File: src/rtl/multi_cycle_control_if.sv
// multi_cycle_control_if: control bundle between the multi-cycle MIPS controller and its datapath.
interface multi_cycle_control_if #(parameter int CNT_WIDTH = 32);
   logic [5:0]           opcode;
   logic                 mem_ready;
   logic                 pc_write;
   logic                 pc_write_cond;
   logic                 i_or_d;
   logic                 mem_read;
   logic                 mem_write;
   logic                 ir_write;
   logic                 mem_to_reg;
   logic                 reg_dst;
   logic                 reg_write;
   logic                 alu_src_a;
   logic [1:0]           alu_src_b;
   logic [1:0]           pc_source;
   logic [3:0]           alu_op;
   logic                 sign_extend;
   logic                 exception;
   logic [3:0]           state;
   logic [CNT_WIDTH-1:0] retired;
   modport master (
      input  opcode, mem_ready,
      output pc_write, pc_write_cond, i_or_d, mem_read, mem_write, ir_write, mem_to_reg,
             reg_dst, reg_write, alu_src_a, alu_src_b, pc_source, alu_op, sign_extend,
             exception, state, retired
   );
   modport slave (
      output opcode, mem_ready,
      input  pc_write, pc_write_cond, i_or_d, mem_read, mem_write, ir_write, mem_to_reg,
             reg_dst, reg_write, alu_src_a, alu_src_b, pc_source, alu_op, sign_extend,
             exception, state, retired
   );
endinterface

File: src/rtl/multi_cycle_control.sv
// multi_cycle_control: Moore control FSM sequencing the shared-resource multi-cycle MIPS datapath.
module multi_cycle_control #(
   parameter bit USE_MEMREADY = 1'b1,
   parameter int CNT_WIDTH    = 32
) (
   input logic                  clk,
   input logic                  reset,
   multi_cycle_control_if.master bus
);
   typedef enum logic [3:0] {
      FETCH = 4'd0, DECODE = 4'd1, MEMADR = 4'd2, MEMRD = 4'd3, MEMWB = 4'd4, MEMWR = 4'd5,
      EXECR = 4'd6, RWB = 4'd7, BRANCH = 4'd8, JUMP = 4'd9, EXECI = 4'd10, IWB = 4'd11
   } state_t;
   localparam logic [5:0] OP_R = 6'b000000, OP_LW = 6'b100011, OP_SW = 6'b101011,
                          OP_BEQ = 6'b000100, OP_J = 6'b000010, OP_ADDI = 6'b001000,
                          OP_ADDIU = 6'b001001, OP_SLTI = 6'b001010, OP_SLTIU = 6'b001011,
                          OP_ANDI = 6'b001100, OP_ORI = 6'b001101, OP_XORI = 6'b001110,
                          OP_LUI = 6'b001111;
   localparam logic [3:0] ALU_ADD = 4'd0, ALU_SUB = 4'd1, ALU_FUNCT = 4'd2, ALU_OR = 4'd3,
                          ALU_AND = 4'd4, ALU_XOR = 4'd5, ALU_LUI = 4'd6, ALU_SLT = 4'd7,
                          ALU_SLTU = 4'd8;
   state_t               state, nxt;
   logic [CNT_WIDTH-1:0] cnt;
   logic                 rdy, is_imm, legal, retire;
   logic [5:0]           op;
   assign op     = bus.opcode;
   assign rdy    = USE_MEMREADY ? bus.mem_ready : 1'b1;
   assign is_imm = op inside {OP_ADDI, OP_ADDIU, OP_SLTI, OP_SLTIU, OP_ANDI, OP_ORI, OP_XORI, OP_LUI};
   assign legal  = is_imm || (op inside {OP_R, OP_LW, OP_SW, OP_BEQ, OP_J});
   assign retire = (state inside {MEMWB, RWB, BRANCH, JUMP, IWB}) || (state == MEMWR && rdy);
   assign bus.state   = state;
   assign bus.retired = cnt;
   always_ff @(posedge clk) begin
      if (reset) begin
         state <= FETCH;
         cnt   <= '0;
      end else begin
         state <= nxt;
         cnt   <= retire ? cnt + CNT_WIDTH'(1) : cnt;
      end
   end
   always_comb begin
      nxt               = FETCH;
      bus.pc_write      = 1'b0;
      bus.pc_write_cond = 1'b0;
      bus.i_or_d        = 1'b0;
      bus.mem_read      = 1'b0;
      bus.mem_write     = 1'b0;
      bus.ir_write      = 1'b0;
      bus.mem_to_reg    = 1'b0;
      bus.reg_dst       = 1'b0;
      bus.reg_write     = 1'b0;
      bus.alu_src_a     = 1'b0;
      bus.alu_src_b     = 2'b00;
      bus.pc_source     = 2'b00;
      bus.alu_op        = ALU_ADD;
      bus.sign_extend   = 1'b0;
      bus.exception     = 1'b0;
      case (state)
         FETCH: begin
            bus.mem_read  = 1'b1;
            bus.alu_src_b = 2'b01;
            bus.ir_write  = rdy;
            bus.pc_write  = rdy;
            nxt           = rdy ? DECODE : FETCH;
         end
         DECODE: begin
            bus.alu_src_b   = 2'b11;
            bus.sign_extend = 1'b1;
            bus.exception   = !legal;
            nxt = op == OP_R ? EXECR : (op == OP_LW || op == OP_SW) ? MEMADR :
                  op == OP_BEQ ? BRANCH : op == OP_J ? JUMP : is_imm ? EXECI : FETCH;
         end
         MEMADR: begin
            bus.alu_src_a   = 1'b1;
            bus.alu_src_b   = 2'b10;
            bus.sign_extend = 1'b1;
            nxt             = op == OP_LW ? MEMRD : MEMWR;
         end
         MEMRD: begin
            bus.mem_read = 1'b1;
            bus.i_or_d   = 1'b1;
            nxt          = rdy ? MEMWB : MEMRD;
         end
         MEMWB: begin
            bus.reg_write  = 1'b1;
            bus.mem_to_reg = 1'b1;
         end
         MEMWR: begin
            bus.mem_write = 1'b1;
            bus.i_or_d    = 1'b1;
            nxt           = rdy ? FETCH : MEMWR;
         end
         EXECR: begin
            bus.alu_src_a = 1'b1;
            bus.alu_op    = ALU_FUNCT;
            nxt           = RWB;
         end
         RWB: begin
            bus.reg_write = 1'b1;
            bus.reg_dst   = 1'b1;
         end
         BRANCH: begin
            bus.alu_src_a     = 1'b1;
            bus.alu_op        = ALU_SUB;
            bus.pc_write_cond = 1'b1;
            bus.pc_source     = 2'b01;
         end
         JUMP: begin
            bus.pc_write  = 1'b1;
            bus.pc_source = 2'b10;
         end
         EXECI: begin
            bus.alu_src_a   = 1'b1;
            bus.alu_src_b   = 2'b10;
            bus.alu_op      = op == OP_SLTI ? ALU_SLT : op == OP_SLTIU ? ALU_SLTU :
                              op == OP_ORI ? ALU_OR : op == OP_ANDI ? ALU_AND :
                              op == OP_XORI ? ALU_XOR : op == OP_LUI ? ALU_LUI : ALU_ADD;
            bus.sign_extend = !(op inside {OP_ORI, OP_ANDI, OP_XORI, OP_LUI});
            nxt             = IWB;
         end
         IWB: bus.reg_write = 1'b1;
         default: nxt = FETCH;
      endcase
      // reset aborts the instruction, so no enable may fire in the reset cycle
      if (reset) begin
         bus.pc_write      = 1'b0;
         bus.pc_write_cond = 1'b0;
         bus.mem_read      = 1'b0;
         bus.mem_write     = 1'b0;
         bus.ir_write      = 1'b0;
         bus.reg_write     = 1'b0;
         bus.exception     = 1'b0;
      end
   end
endmodule

File: src/flat_wrapper.sv
// flat-port wrapper written by rule: the top's interface ports become plain ports
module multi_cycle_control_flat 
#(
   parameter bit USE_MEMREADY = 1'b1,
   parameter int CNT_WIDTH    = 32
)
  (clk, reset, bus_opcode, bus_mem_ready, bus_pc_write, bus_pc_write_cond, bus_i_or_d, bus_mem_read, bus_mem_write, bus_ir_write, bus_mem_to_reg, bus_reg_dst, bus_reg_write, bus_alu_src_a, bus_alu_src_b, bus_pc_source, bus_alu_op, bus_sign_extend, bus_exception, bus_state, bus_retired);
  multi_cycle_control_if #(.CNT_WIDTH(CNT_WIDTH)) bus_i ();
  input logic clk;
  input logic reset;
  input wire logic [$bits(bus_i.opcode)-1:0] bus_opcode;
  input wire logic [$bits(bus_i.mem_ready)-1:0] bus_mem_ready;
  output wire logic [$bits(bus_i.pc_write)-1:0] bus_pc_write;
  output wire logic [$bits(bus_i.pc_write_cond)-1:0] bus_pc_write_cond;
  output wire logic [$bits(bus_i.i_or_d)-1:0] bus_i_or_d;
  output wire logic [$bits(bus_i.mem_read)-1:0] bus_mem_read;
  output wire logic [$bits(bus_i.mem_write)-1:0] bus_mem_write;
  output wire logic [$bits(bus_i.ir_write)-1:0] bus_ir_write;
  output wire logic [$bits(bus_i.mem_to_reg)-1:0] bus_mem_to_reg;
  output wire logic [$bits(bus_i.reg_dst)-1:0] bus_reg_dst;
  output wire logic [$bits(bus_i.reg_write)-1:0] bus_reg_write;
  output wire logic [$bits(bus_i.alu_src_a)-1:0] bus_alu_src_a;
  output wire logic [$bits(bus_i.alu_src_b)-1:0] bus_alu_src_b;
  output wire logic [$bits(bus_i.pc_source)-1:0] bus_pc_source;
  output wire logic [$bits(bus_i.alu_op)-1:0] bus_alu_op;
  output wire logic [$bits(bus_i.sign_extend)-1:0] bus_sign_extend;
  output wire logic [$bits(bus_i.exception)-1:0] bus_exception;
  output wire logic [$bits(bus_i.state)-1:0] bus_state;
  output wire logic [$bits(bus_i.retired)-1:0] bus_retired;
  assign bus_i.opcode = bus_opcode;
  assign bus_i.mem_ready = bus_mem_ready;
  assign bus_pc_write = bus_i.pc_write;
  assign bus_pc_write_cond = bus_i.pc_write_cond;
  assign bus_i_or_d = bus_i.i_or_d;
  assign bus_mem_read = bus_i.mem_read;
  assign bus_mem_write = bus_i.mem_write;
  assign bus_ir_write = bus_i.ir_write;
  assign bus_mem_to_reg = bus_i.mem_to_reg;
  assign bus_reg_dst = bus_i.reg_dst;
  assign bus_reg_write = bus_i.reg_write;
  assign bus_alu_src_a = bus_i.alu_src_a;
  assign bus_alu_src_b = bus_i.alu_src_b;
  assign bus_pc_source = bus_i.pc_source;
  assign bus_alu_op = bus_i.alu_op;
  assign bus_sign_extend = bus_i.sign_extend;
  assign bus_exception = bus_i.exception;
  assign bus_state = bus_i.state;
  assign bus_retired = bus_i.retired;
  multi_cycle_control #(.USE_MEMREADY(USE_MEMREADY), .CNT_WIDTH(CNT_WIDTH)) u_core (.clk(clk), .reset(reset), .bus(bus_i));
endmodule
File: config.mk
export PLATFORM = sky130hd
export DESIGN_NAME = multi_cycle_control_flat
export DESIGN_NICKNAME = d
export VERILOG_FILES = /design/src/rtl/multi_cycle_control_if.sv /design/src/rtl/multi_cycle_control.sv /design/src/flat_wrapper.sv
export SDC_FILE = /design/constraint.sdc
export NUM_CORES = 1
export LEC_CHECK = 0
export BUFFER_PORTS_ARGS = -buffer_cell sky130_fd_sc_hd__buf_2
export CAP_MARGIN = 0
export CORE_MARGIN = 4
export CORE_UTILIZATION = 55
export DETAILED_ROUTE_END_ITERATION = 7
export PLACE_DENSITY_LB_ADDON = 0.3
export SYNTH_ARGS = -nofsm -noshare
export SYNTH_HDL_FRONTEND = slang
export SYNTH_SLANG_ARGS = --single-unit
File: constraint.sdc
create_clock -name clk -period 2.8 [get_ports clk]
set_input_delay 0.14 -clock clk [delete_from_list [all_inputs] [get_ports clk]]
set_output_delay 0.14 -clock clk [all_outputs]
set_load 0.05 [all_outputs]
==> results.json, run 1 <==
{
  "outcome": "completed",
  "clock_skew_ns": 0.00948,
  "hold_path_class": "in2reg",
  "wirelength_um": 5400,
  "swShare": 0.256,
  "die-area_um2": 4930,
  "r2r_start": "u_core.bus.state[0]",
  "grt_pass1_vias": 1956,
  "intPower_mw": 0.809,
  "h-tree-depth": 2,
  "post_dp_cell_area_um2": 2460,
  "grt_pass1_wl_um": 9260,
  "syn_area_per_cell_um2": 7.68,
  "track_usage": 0.226,
  "syn_inst": 277,
  "synthTopCellsByCount": "nor2_1, dfxtp_1, a21oi_1",
  "ir_drop_uv": 325,
  "root_buffer": "clkbuf_8",
  "worst_r2r_endpoint": "u_core.bus.retired[8]",
  "worstPathMaxFanout": 16,
  "criticalPathCategory": "reg2reg",
  "maxSlewViolCount": 0,
  "instances_no_fill": 384,
  "cts-resized-gates": 0,
  "power.share.sequential": 0.478,
  "portBuffers": 64,
  "drt-vias-per-instance": 5.72,
  "ys_seq_area_frac": 0.339,
  "numCtsBuffers": 5,
  "period_minus_slack_ns": 2.29,
  "post-cts-setup-buffers": 0,
  "power_switching_mw": 0.278,
  "cp.required_ns": 3.03,
  "slew_headroom": 0.662,
  "ys_ff_latch": 36,
  "initial_utilization": 0.577,
  "drc": 0,
  "cts.sinks": 36,
  "cap_violations": 0,
  "whs_ns": 0.199,
  "hold_violations": 0,
  "postRouteAntennaNets": 0,
  "finalPower_mw": 1.09,
  "hp-start": "bus_opcode[4]",
  "fin_ws_ns": 0.511,
  "cts_tree": "built",
  "synth_top_cell_area_share": 0.339,
  "finalSetupViolations": 0,
  "ff2ff_path_depth": 6,
  "drtIter0Drc": 138,
  "overflow": 0,
  "antenna-diode-count": 0,
  "syn_nets": 287,
  "drive_gt1_frac": 0.259,
  "leakage_nw": 1.11,
  "startpoint_type": "register",
  "critPathArrivalTime_ns": 2.51,
  "tightestPinTransition_ns": 0.506,
  "area_growth_pct": 20.6,
  "cp-end-kind": "register",
  "routedWlPerCell_um": 14.1,
  "drt_first_pass_iters": 4,
  "ctsHoldBuffers": 0,
  "rsz0062_at_grt": "no",
  "whs_path_depth": 4,
  "async_flop_share": 0,
  "vias": 2195,
  "gp_congestion": 0.940,
  "insertion_delay_ns": 0.29,
  "ios": 65,
  "synth_area_leaders": "dfxtp_1, nor2_1, xor2_1, nand4_1, a21oi_1",
  "synth-edff-count": 0,
  "synth.distinct_cells": 46,
  "r2r_setup_slack_ns": 0.51,
  "nets": 345,
  "p_per_area_nw_per_um2": 424,
  "syn_area_um2": 2130,
  "yosys_warnings": 0,
  "hold_end": "u_core.bus.state[3]",
  "utilization": 0.696,
  "num_rows": 22,
  "fin_area_um2": 2570,
  "place_ws_ns": 0.535,
  "finalSetupTns_ns": 0,
  "die_w_um": 70.2,
  "p_comb_frac": 0.104,
  "clk_pin_slew_ns": 0.07,
  "yosysMostFrequentCell": "nor2_1",
  "core_um2": 3690,
  "antenna_found_initial": 0,
  "synth_area_leader_cell": "dfxtp_1",
  "hpwl_um": 3930,
  "clkPwrFrac": 0.418,
  "fp.dieH_um": 70.2,
  "timing.fmax_ghz": 0.437,
  "dp.cells": 376,
  "ys.flop_type": "dfxtp_1",
  "final.period_utilization": 0.817,
  "grt_max_degree": 38,
  "clk_path_buf_depth": 2
}
## registers in the layout (all words and copies together) (netlist names)
register	flops
u_core.bus.retired	32
u_core.bus.state	4
## power by group through the flow
stage | clock network, mW | logic (mW) | registers [mW]
CTS | 0.465 | 0.113 | 0.520
detailed placement | 0 | 0.112 | 0.532
global placement | 0 | 0.112 | 0.532
finish | 0.454 | 0.113 | 0.520
floorplan | 0 | 0.0817 | 0.535
global route | 0.485 | 0.121 | 0.521
## placed cells by master (no fill, tap or decap), types with 11 or more instances in the layout
cell type	instances
xor2_1	17
a21oi_1	21
or3_1	13
buf_2	64
nor2_1	41
dfxtp_1	36
nand2_1	16
nand4_1	19
o21ai_0	19
nand3_1	11
## worst max-delay path by stage
stage,cells after the start,slack (ns),from,end
after CTS,6,0.51,u_core.bus.state[0],u_core.bus.retired[8]
after floorplan,4,0.22,u_core.bus.state[3],bus_alu_op[0]
final,6,0.51,u_core.bus.state[0],u_core.bus.retired[8]
after global placement,6,0.62,u_core.bus.state[0],u_core.bus.retired[8]
after detailed placement,6,0.54,u_core.bus.state[0],u_core.bus.retired[8]
after global routing,5,0.32,u_core.bus.state[0],u_core.bus.retired[24]
## metal layers
layer	share of wire	wire length [um]	up-vias	global-route usage
li1	-	-	1103	-
met1	0.46	2480	1017	0.303
met2	0.47	2540	70	0.359
met3	0.059	319	5	0.0561
met4	0.011	59	0	0.0660
met5	0	0	-	0
## critical path, cell delays in order (launching register included)
cell      delay [ns]
dfxtp_1         0.63
nand2b_1        0.26
and4_1          0.46
buf_4           0.27
nand3_1         0.14
or3_1           0.34
a21oi_1         0.14
## area by class of cell
type	instances	area, um^2
sequential	36	721
tap	48	60.1
inverter	3	11.3
fill	337	1120
timing repair buffer	68	350
multi-input combinational	221	1320
clock buffer	6	72.6
clock inverter	2	35.0
## cell families after synthesis
group / count (synthesis) / share of synthesized area
simple gates: 148 / 0.385
compound gates: 49 / 0.128
flops: 36 / 0.339
buf+inv: 20 / 0.0447
xor+xnor: 19 / 0.0782
mux: 4 / 0.0194
fa+ha+maj: 1 / 0.00588
No activity file was read; power rests on OpenSTA's default activity.
==> inputs of run 2 (changes only) <==
--- a/config.mk
+++ b/config.mk
@@ -5,10 +5,11 @@
 export SDC_FILE = /design/constraint.sdc
 export NUM_CORES = 1
 export LEC_CHECK = 0
+export ABC_AREA = 1
 export BUFFER_PORTS_ARGS = -buffer_cell sky130_fd_sc_hd__buf_2
 export CAP_MARGIN = 0
 export CORE_MARGIN = 4
-export CORE_UTILIZATION = 55
+export CORE_UTILIZATION = 54
 export DETAILED_ROUTE_END_ITERATION = 7
 export PLACE_DENSITY_LB_ADDON = 0.3
 export SYNTH_ARGS = -nofsm -noshare
==> constraint.sdc (replaced) <==
create_clock -name clk -period 2.4 [get_ports clk]
set_input_delay 0.12 -clock clk [delete_from_list [all_inputs] [get_ports clk]]
set_output_delay 0.12 -clock clk [all_outputs]
set_load 0.05 [all_outputs]
==> run 2 against run 1 <==
Clock skew decreased by 0.0022 ns. Clock-buffer cell count increased by 2. Routed wire length increased by 25%. Sequential cell count unchanged. Sequential share of layout area decreased by 4.1 points. Register-to-register slack improved by 0.04 ns. Die area increased by 21%. Critical path depth increased by 2. Synthesized area increased by 21%. Hold slack got worse by 0.018 ns. Setup slack improved by 0.043 ns.
==> results.json, run 2 <==
{
  "power_switching_mw": 0.317,
  "wl_met1_um": 3150,
  "nets": 522,
  "swShare": 0.268,
  "portBuffers": 64,
  "final.period_utilization": 0.769,
  "syn_area_um2": 2580,
  "core_um2": 4470,
  "cts-resized-gates": 0,
  "drive_gt1_frac": 0.191,
  "ys_seq_area_frac": 0.280,
  "area_growth_pct": 16.8,
  "synth_area_leader_cell": "dfxtp_1",
  "ctsHoldBuffers": 0,
  "synth-adder-area-share": 0.00486,
  "critPathArrivalTime_ns": 2.06,
  "ff2ff_path_depth": 8,
  "drt-vias-per-instance": 5.27,
  "root_buffer": "clkbuf_8",
  "worstPathMaxFanout": 49,
  "final_common_cell": "nand2_1",
  "synthMuxAreaShare": 0,
  "grt_pass1_wl_um": 11700,
  "drtIter0Drc": 200,
  "p_comb_frac": 0.115,
  "r2r_setup_slack_ns": 0.55,
  "syn_nets": 460,
  "rsz0062_at_grt": "no",
  "startpoint_type": "register",
  "cap_violations": 0,
  "synth_area_leaders": "dfxtp_1, nand2_1, nor2_1, inv_1, nand3_1",
  "criticalPathCategory": "reg2reg",
  "yosysMostFrequentCell": "nand2_1",
  "power.share.sequential": 0.511,
  "met3_length_um": 469,
  "synth.distinct_cells": 32,
  "die_w_um": 77.1,
  "antenna_found_initial": 0,
  "finalSetupTns_ns": 0,
  "ir_drop_uv": 210,
  "whs_path_depth": 4,
  "r2r_start": "u_core.bus.state[2]",
  "p_per_area_nw_per_um2": 393,
  "slew_headroom": 0.642,
  "overflow": 0,
  "die-area_um2": 5940,
  "top_layer_used": "met4",
  "leakage_nw": 1.31,
  "fill_cells": 416,
  "largest_reg_flops": 32,
  "finalSetupViolations": 0,
  "ys_ff_latch": 36,
  "yosys_warnings": 0,
  "hold_violations": 0,
  "cp-end-kind": "register",
  "cp.required_ns": 2.61,
  "async_flop_share": 0,
  "timing.fmax_ghz": 0.542,
  "vias": 2975,
  "clk_pin_slew_ns": 0.07,
  "grt_pass1_vias": 2693,
  "clkPwrFrac": 0.374,
  "postRouteAntennaNets": 0,
  "regArea_um2": 721,
  "intPower_mw": 0.864,
  "fp.dieH_um": 77.1,
  "period_minus_slack_ns": 1.85,
  "antenna-diode-count": 0,
  "whs_ns": 0.181,
  "post-cts-setup-buffers": 0,
  "wirelength_um": 6760,
  "clock_skew_ns": 0.00731,
  "ys.flop_type": "dfxtp_1",
  "drc": 0,
  "numCtsBuffers": 5,
  "routedWlPerCell_um": 12.0,
  "cts_tree": "built",
  "synth_top_family_by_area": "simple AND/OR/NAND/NOR gates",
  "hp-start": "bus_opcode[4]",
  "syn_inst": 450,
  "syn_area_per_cell_um2": 5.72,
  "yosys.area_share.xor_xnor": 0.0170,
  "layout_common_cells": "nand2_1, nor2_1, buf_2, inv_1, dfxtp_1",
  "num_rows": 24,
  "initial_utilization": 0.576,
  "insertion_delay_ns": 0.29,
  "hold_path_class": "in2reg",
  "route.met2.wl_um": 3080,
  "gp_congestion": 0.939,
  "cts.sinks": 36,
  "ios": 65,
  "h-tree-depth": 2,
  "synth-edff-count": 0,
  "drt_first_pass_iters": 5,
  "synth_top_cell_area_share": 0.280,
  "hpwl_um": 5180,
  "clk_path_buf_depth": 2,
  "multiInputGateArea_um2": 1600,
  "grt_max_degree": 50,
  "yosys.area_share.simple": 0.492,
  "synthTopCellsByCount": "nand2_1, nor2_1, inv_1",
  "hold_end": "u_core.bus.state[1]",
  "maxSlewViolCount": 0,
  "synth_compound_area_frac": 0.101,
  "outcome": "completed",
  "tightestPinTransition_ns": 0.536,
  "track_usage": 0.234,
  "worst_r2r_endpoint": "u_core.bus.retired[9]"
}
==> run 2: cell types whose count changed after synthesis, sizes merged, moves of 5 or more <==
| cell | previous run | this run |
|---|---|---|
| xor2 | 17 | 3 |
| and3 | 6 | 0 |
| nand2b | 7 | 0 |
| clkbuf | 12 | 4 |
| a21oi | 21 | 26 |
| nand2 | 16 | 156 |
| nor2b | 5 | 0 |
| inv | 3 | 54 |
| nand3 | 12 | 29 |
| and2 | 5 | 0 |
| nor2 | 41 | 99 |
| or3 | 13 | 0 |
| o21ai | 19 | 8 |
| nand4 | 21 | 9 |
==> run 2: worst max-delay path, cell delays in order (launching register included) <==
cell and delay (ns):
dfxtp_1 0.40, inv_2 0.06, nand2_1 0.14, nand2_2 0.10
a21oi_4 0.17, nand2_4 0.32, inv_2 0.33, nand2_1 0.09
a21oi_1 0.15
==> run 2: area by class of cell <==
class | count | area share
flip-flops and latches | 36 | 0.240
multi-input cells | 349 | 0.531
clock buffers | 8 | 0.0300
inverters | 55 | 0.0686
well taps | 52 | 0.0216
repair buffers | 65 | 0.109
==> run 2: routing by layer <==
| metal | vias up | global-route usage |
|---|---|---|
| met4 | 0 | 0.0445 |
| met1 | 1337 | 0.312 |
| met5 | - | 0 |
| met2 | 100 | 0.390 |
| li1 | 1529 | - |
| met3 | 9 | 0.0515 |
==> run 2: cell families (layout without fill, tap and decap cells) <==
family	after synthesis	count (layout)
and+or+nand+nor	302	302
buffers and inverters	65	128
AOI/OAI and AO/OA	41	41
DFF	36	36
xor gates and xnor gates	5	5
adders and majority gates	1	1
==> run 2: worst max-delay path by stage <==
stage / cells past startpoint / startpoint / end / slack [ns]
2_1_floorplan: 5 / u_core.bus.state[0] / bus_pc_write / 0.05
3_3_place_gp: 8 / u_core.bus.state[2] / u_core.bus.retired[28] / 0.69
3_5_place_dp: 8 / u_core.bus.state[2] / u_core.bus.retired[9] / 0.60
4_1_cts: 8 / u_core.bus.state[2] / u_core.bus.retired[9] / 0.59
5_1_grt: 9 / u_core.bus.retired[0] / u_core.bus.retired[18] / 0.37
6_report: 8 / u_core.bus.state[2] / u_core.bus.retired[9] / 0.55
==> run 2: power by group through the flow <==
stage                     Sequential [mW]  Clock, mW  Combinational [mW]
after floorplan                     0.627          0              0.0925
after global placement              0.616          0               0.133
after detailed placement            0.617          0               0.134
after CTS                           0.603      0.450               0.135
after global routing                0.603      0.476               0.146
final                               0.603      0.442               0.136
==> run 2: metrics by stage <==
step                      total power [mW]  setup WS [ns]  instances   util  instance area, um^2
final                                 1.18          0.554        565  0.672                 3010
after global routing                  1.23          0.365        565  0.672                 3010
after floorplan                      0.719         0.0459        450      -                 2590
after global placement               0.750          0.688        557  0.652                 2920
after CTS                             1.19          0.588        565  0.672                 3010
after detailed placement             0.751          0.598        557  0.652                 2920
==> inputs of run 3 (changes only) <==
--- a/config.mk
+++ b/config.mk
@@ -5,11 +5,11 @@
 export SDC_FILE = /design/constraint.sdc
 export NUM_CORES = 1
 export LEC_CHECK = 0
-export ABC_AREA = 1
+export ABC_AREA = 0
 export BUFFER_PORTS_ARGS = -buffer_cell sky130_fd_sc_hd__buf_2
 export CAP_MARGIN = 0
 export CORE_MARGIN = 4
-export CORE_UTILIZATION = 54
+export CORE_UTILIZATION = 46
 export DETAILED_ROUTE_END_ITERATION = 7
 export PLACE_DENSITY_LB_ADDON = 0.3
 export SYNTH_ARGS = -nofsm -noshare
==> constraint.sdc (replaced) <==
create_clock -name clk -period 1.6 [get_ports clk]
set_input_delay 0.08 -clock clk [delete_from_list [all_inputs] [get_ports clk]]
set_output_delay 0.08 -clock clk [all_outputs]
set_load 0.05 [all_outputs]
==> run 3 against run 2 <==
The flow now finishes with violations (negative setup slack). Clock skew grew 0.0038 ns. First-iteration DRC count is 49% higher. Die area decreased by 2.7%. Setup slack worse by 0.65 ns. Final cell count decreased by 20%. Register-to-register slack worse by 0.65 ns. Total power is 59% higher. Sequential cell count stayed put. Combinational power up 140%. Largest power group unchanged.
==> results.json, run 3 (synthesis results as in run 1) <==
{
  "outcome": "complete, but fails checks",
  "violations": "negative setup slack",
  "clk_path_buf_depth": 2,
  "routedWlPerCell_um": 19.4,
  "final_common_cell": "buf_4",
  "hpwl_um": 4460,
  "die_w_um": 76.0,
  "initial_utilization": 0.482,
  "ir_drop_uv": 456,
  "r2r_setup_slack_ns": -0.10,
  "instances_no_fill": 452,
  "h-tree-depth": 2,
  "cp_common_cell": "buf_8",
  "grt_pass1_wl_um": 11800,
  "criticalPathCategory": "reg2out",
  "nets": 409,
  "ctsHoldBuffers": 0,
  "cp-end-kind": "primary output",
  "wirelength_um": 8770,
  "clkPwrFrac": 0.368,
  "hold_path_class": "in2reg",
  "vias": 2830,
  "drt_first_pass_iters": 5,
  "leakage_nw": 1.55,
  "period_minus_slack_ns": 1.70,
  "critPathMaxStageDelay_ns": 0.35,
  "largest_reg_flops": 32,
  "fp.dieH_um": 76.0,
  "gp_congestion": 0.928,
  "hold_violations": 0,
  "cp_slowest_cell": "dfxtp_4",
  "whs_path_depth": 4,
  "area_growth_pct": 75.7,
  "num_rows": 24,
  "insertion_delay_ns": 0.29,
  "grt_max_degree": 22,
  "p_comb_frac": 0.174,
  "worst_r2r_endpoint": "u_core.bus.retired[24]",
  "startpoint_type": "register",
  "cts.sinks": 36,
  "ff2ff_path_depth": 6,
  "antenna-diode-count": 0,
  "clk_pin_slew_ns": 0.07,
  "numCtsBuffers": 5,
  "hp-start": "bus_opcode[5]",
  "drc": 0,
  "crit_chain": "buf_6, buf_8, nand2b_4, nor3_4, a31oi_2, nor2_4, buf_8",
  "die-area_um2": 5780,
  "hold_end": "u_core.bus.state[3]",
  "root_buffer": "clkbuf_8",
  "tightestPinTransition_ns": 0.397,
  "drive_gt1_frac": 0.580,
  "power_switching_mw": 0.551,
  "cts_tree": "built",
  "finalSetupViolations": 40,
  "fin_ws_ns": -0.101,
  "r2r_start": "u_core.bus.state[3]",
  "critPathArrivalTime_ns": 1.62,
  "intPower_mw": 1.33,
  "cp.required_ns": 1.52,
  "finalPower_mw": 1.88,
  "drtIter0Drc": 298,
  "maxSlewViolCount": 0,
  "p_per_area_nw_per_um2": 503,
  "dp.cells": 429,
  "clock_skew_ns": 0.0111,
  "portBuffers": 64,
  "antenna_found_initial": 0,
  "rsz0062_at_grt": "yes",
  "overflow": 0,
  "swShare": 0.293,
  "cap_violations": 0,
  "timing.fmax_ghz": 0.588,
  "postRouteAntennaNets": 0,
  "worstPathMaxFanout": 5,
  "drt-vias-per-instance": 6.26,
  "layout_common_cells": "buf_4, buf_2, nor2_1, dfxtp_4, buf_6",
  "core_um2": 4410,
  "track_usage": 0.243,
  "grt_pass1_vias": 2515,
  "power.share.sequential": 0.458,
  "place_ws_ns": -0.116,
  "final.period_utilization": 1.06,
  "ios": 65,
  "slew_headroom": 0.734
}
## run 3: cell count changes in the layout (fill, tap and decap cells not counted), sizes merged, moves of 6 or more
cell | before | now
nand2b | 0 | 7
and3 | 0 | 6
inv | 54 | 3
nor2 | 99 | 41
nand3 | 29 | 12
buf | 65 | 127
o21ai | 8 | 19
nand4 | 9 | 22
or3 | 0 | 13
nand2 | 156 | 16
xor2 | 3 | 17
## run 3: timing repair
item                                    CTS  global route
pin swaps                                30            36
endpoints found under the setup margin   50            50
buffers inserted                          7             5
endpoints found under the hold margin     0             0
resized for setup                        59            58
gates cloned                              3             0
## run 3: worst max-delay path by stage
stage | start | end | slack (ns) | depth (start not counted)
6_report | u_core.bus.state[3] | bus_reg_write | -0.10 | 7
5_1_grt | u_core.bus.state[3] | bus_reg_write | -0.18 | 7
4_1_cts | u_core.bus.state[3] | bus_reg_write | -0.06 | 7
3_5_place_dp | u_core.bus.state[3] | u_core.bus.retired[8] | -0.12 | 7
3_3_place_gp | u_core.bus.state[3] | u_core.bus.retired[6] | -0.09 | 6
2_1_floorplan | u_core.bus.state[3] | u_core.bus.retired[18] | -0.24 | 8
## run 3: area by class of cell
cell class,instances,area (um^2)
clock buffer,7,86.3
clock inverter,1,7.51
fill,231,674
inverter,3,13.8
multi-input combinational,222,1670
sequential,36,826
tap,52,65.1
timing repair buffer,131,1070
## run 3: power groups by stage
stage / clock network [mW] / logic (mW) / registers [mW]
6_report: 0.692 / 0.328 / 0.862
5_1_grt: 0.750 / 0.344 / 0.862
4_1_cts: 0.690 / 0.275 / 0.859
3_5_place_dp: 0 / 0.243 / 0.880
3_3_place_gp: 0 / 0.240 / 0.879
2_1_floorplan: 0 / 0.158 / 0.895
## run 3: metrics by stage
| step | instance area [um^2] | hold WS (ns) | TNS [ns] | util |
|---|---|---|---|---|
| 2_1_floorplan | 2370 | 0.274 | -3.81 | - |
| 6_report | 3740 | 0.201 | -1.68 | 0.847 |
| 5_1_grt | 3740 | 0.214 | -4.16 | 0.847 |
| 3_5_place_dp | 3060 | 0.418 | -2.07 | 0.694 |
| 4_1_cts | 3470 | 0.125 | -0.252 | 0.786 |
| 3_3_place_gp | 3060 | 0.424 | -1.16 | 0.694 |
## run 3: routing by layer
layer / global-route usage / share of wire / up-vias
met5: 0 / 0 / -
met1: 0.296 / 0.37 / 1330
met2: 0.416 / 0.50 / 205
li1: - / - / 1245
met4: 0.0907 / 0.043 / 0
met3: 0.0508 / 0.090 / 50
## run 3: critical path, delay by kind of cell, from the launching register on
kind / cells / cell delay, ns
AND/OR/NAND/NOR: 3 / 0.51
AO/OA/AOI/OAI: 1 / 0.07
flip-flops: 1 / 0.35
buffers and inverters: 3 / 0.39
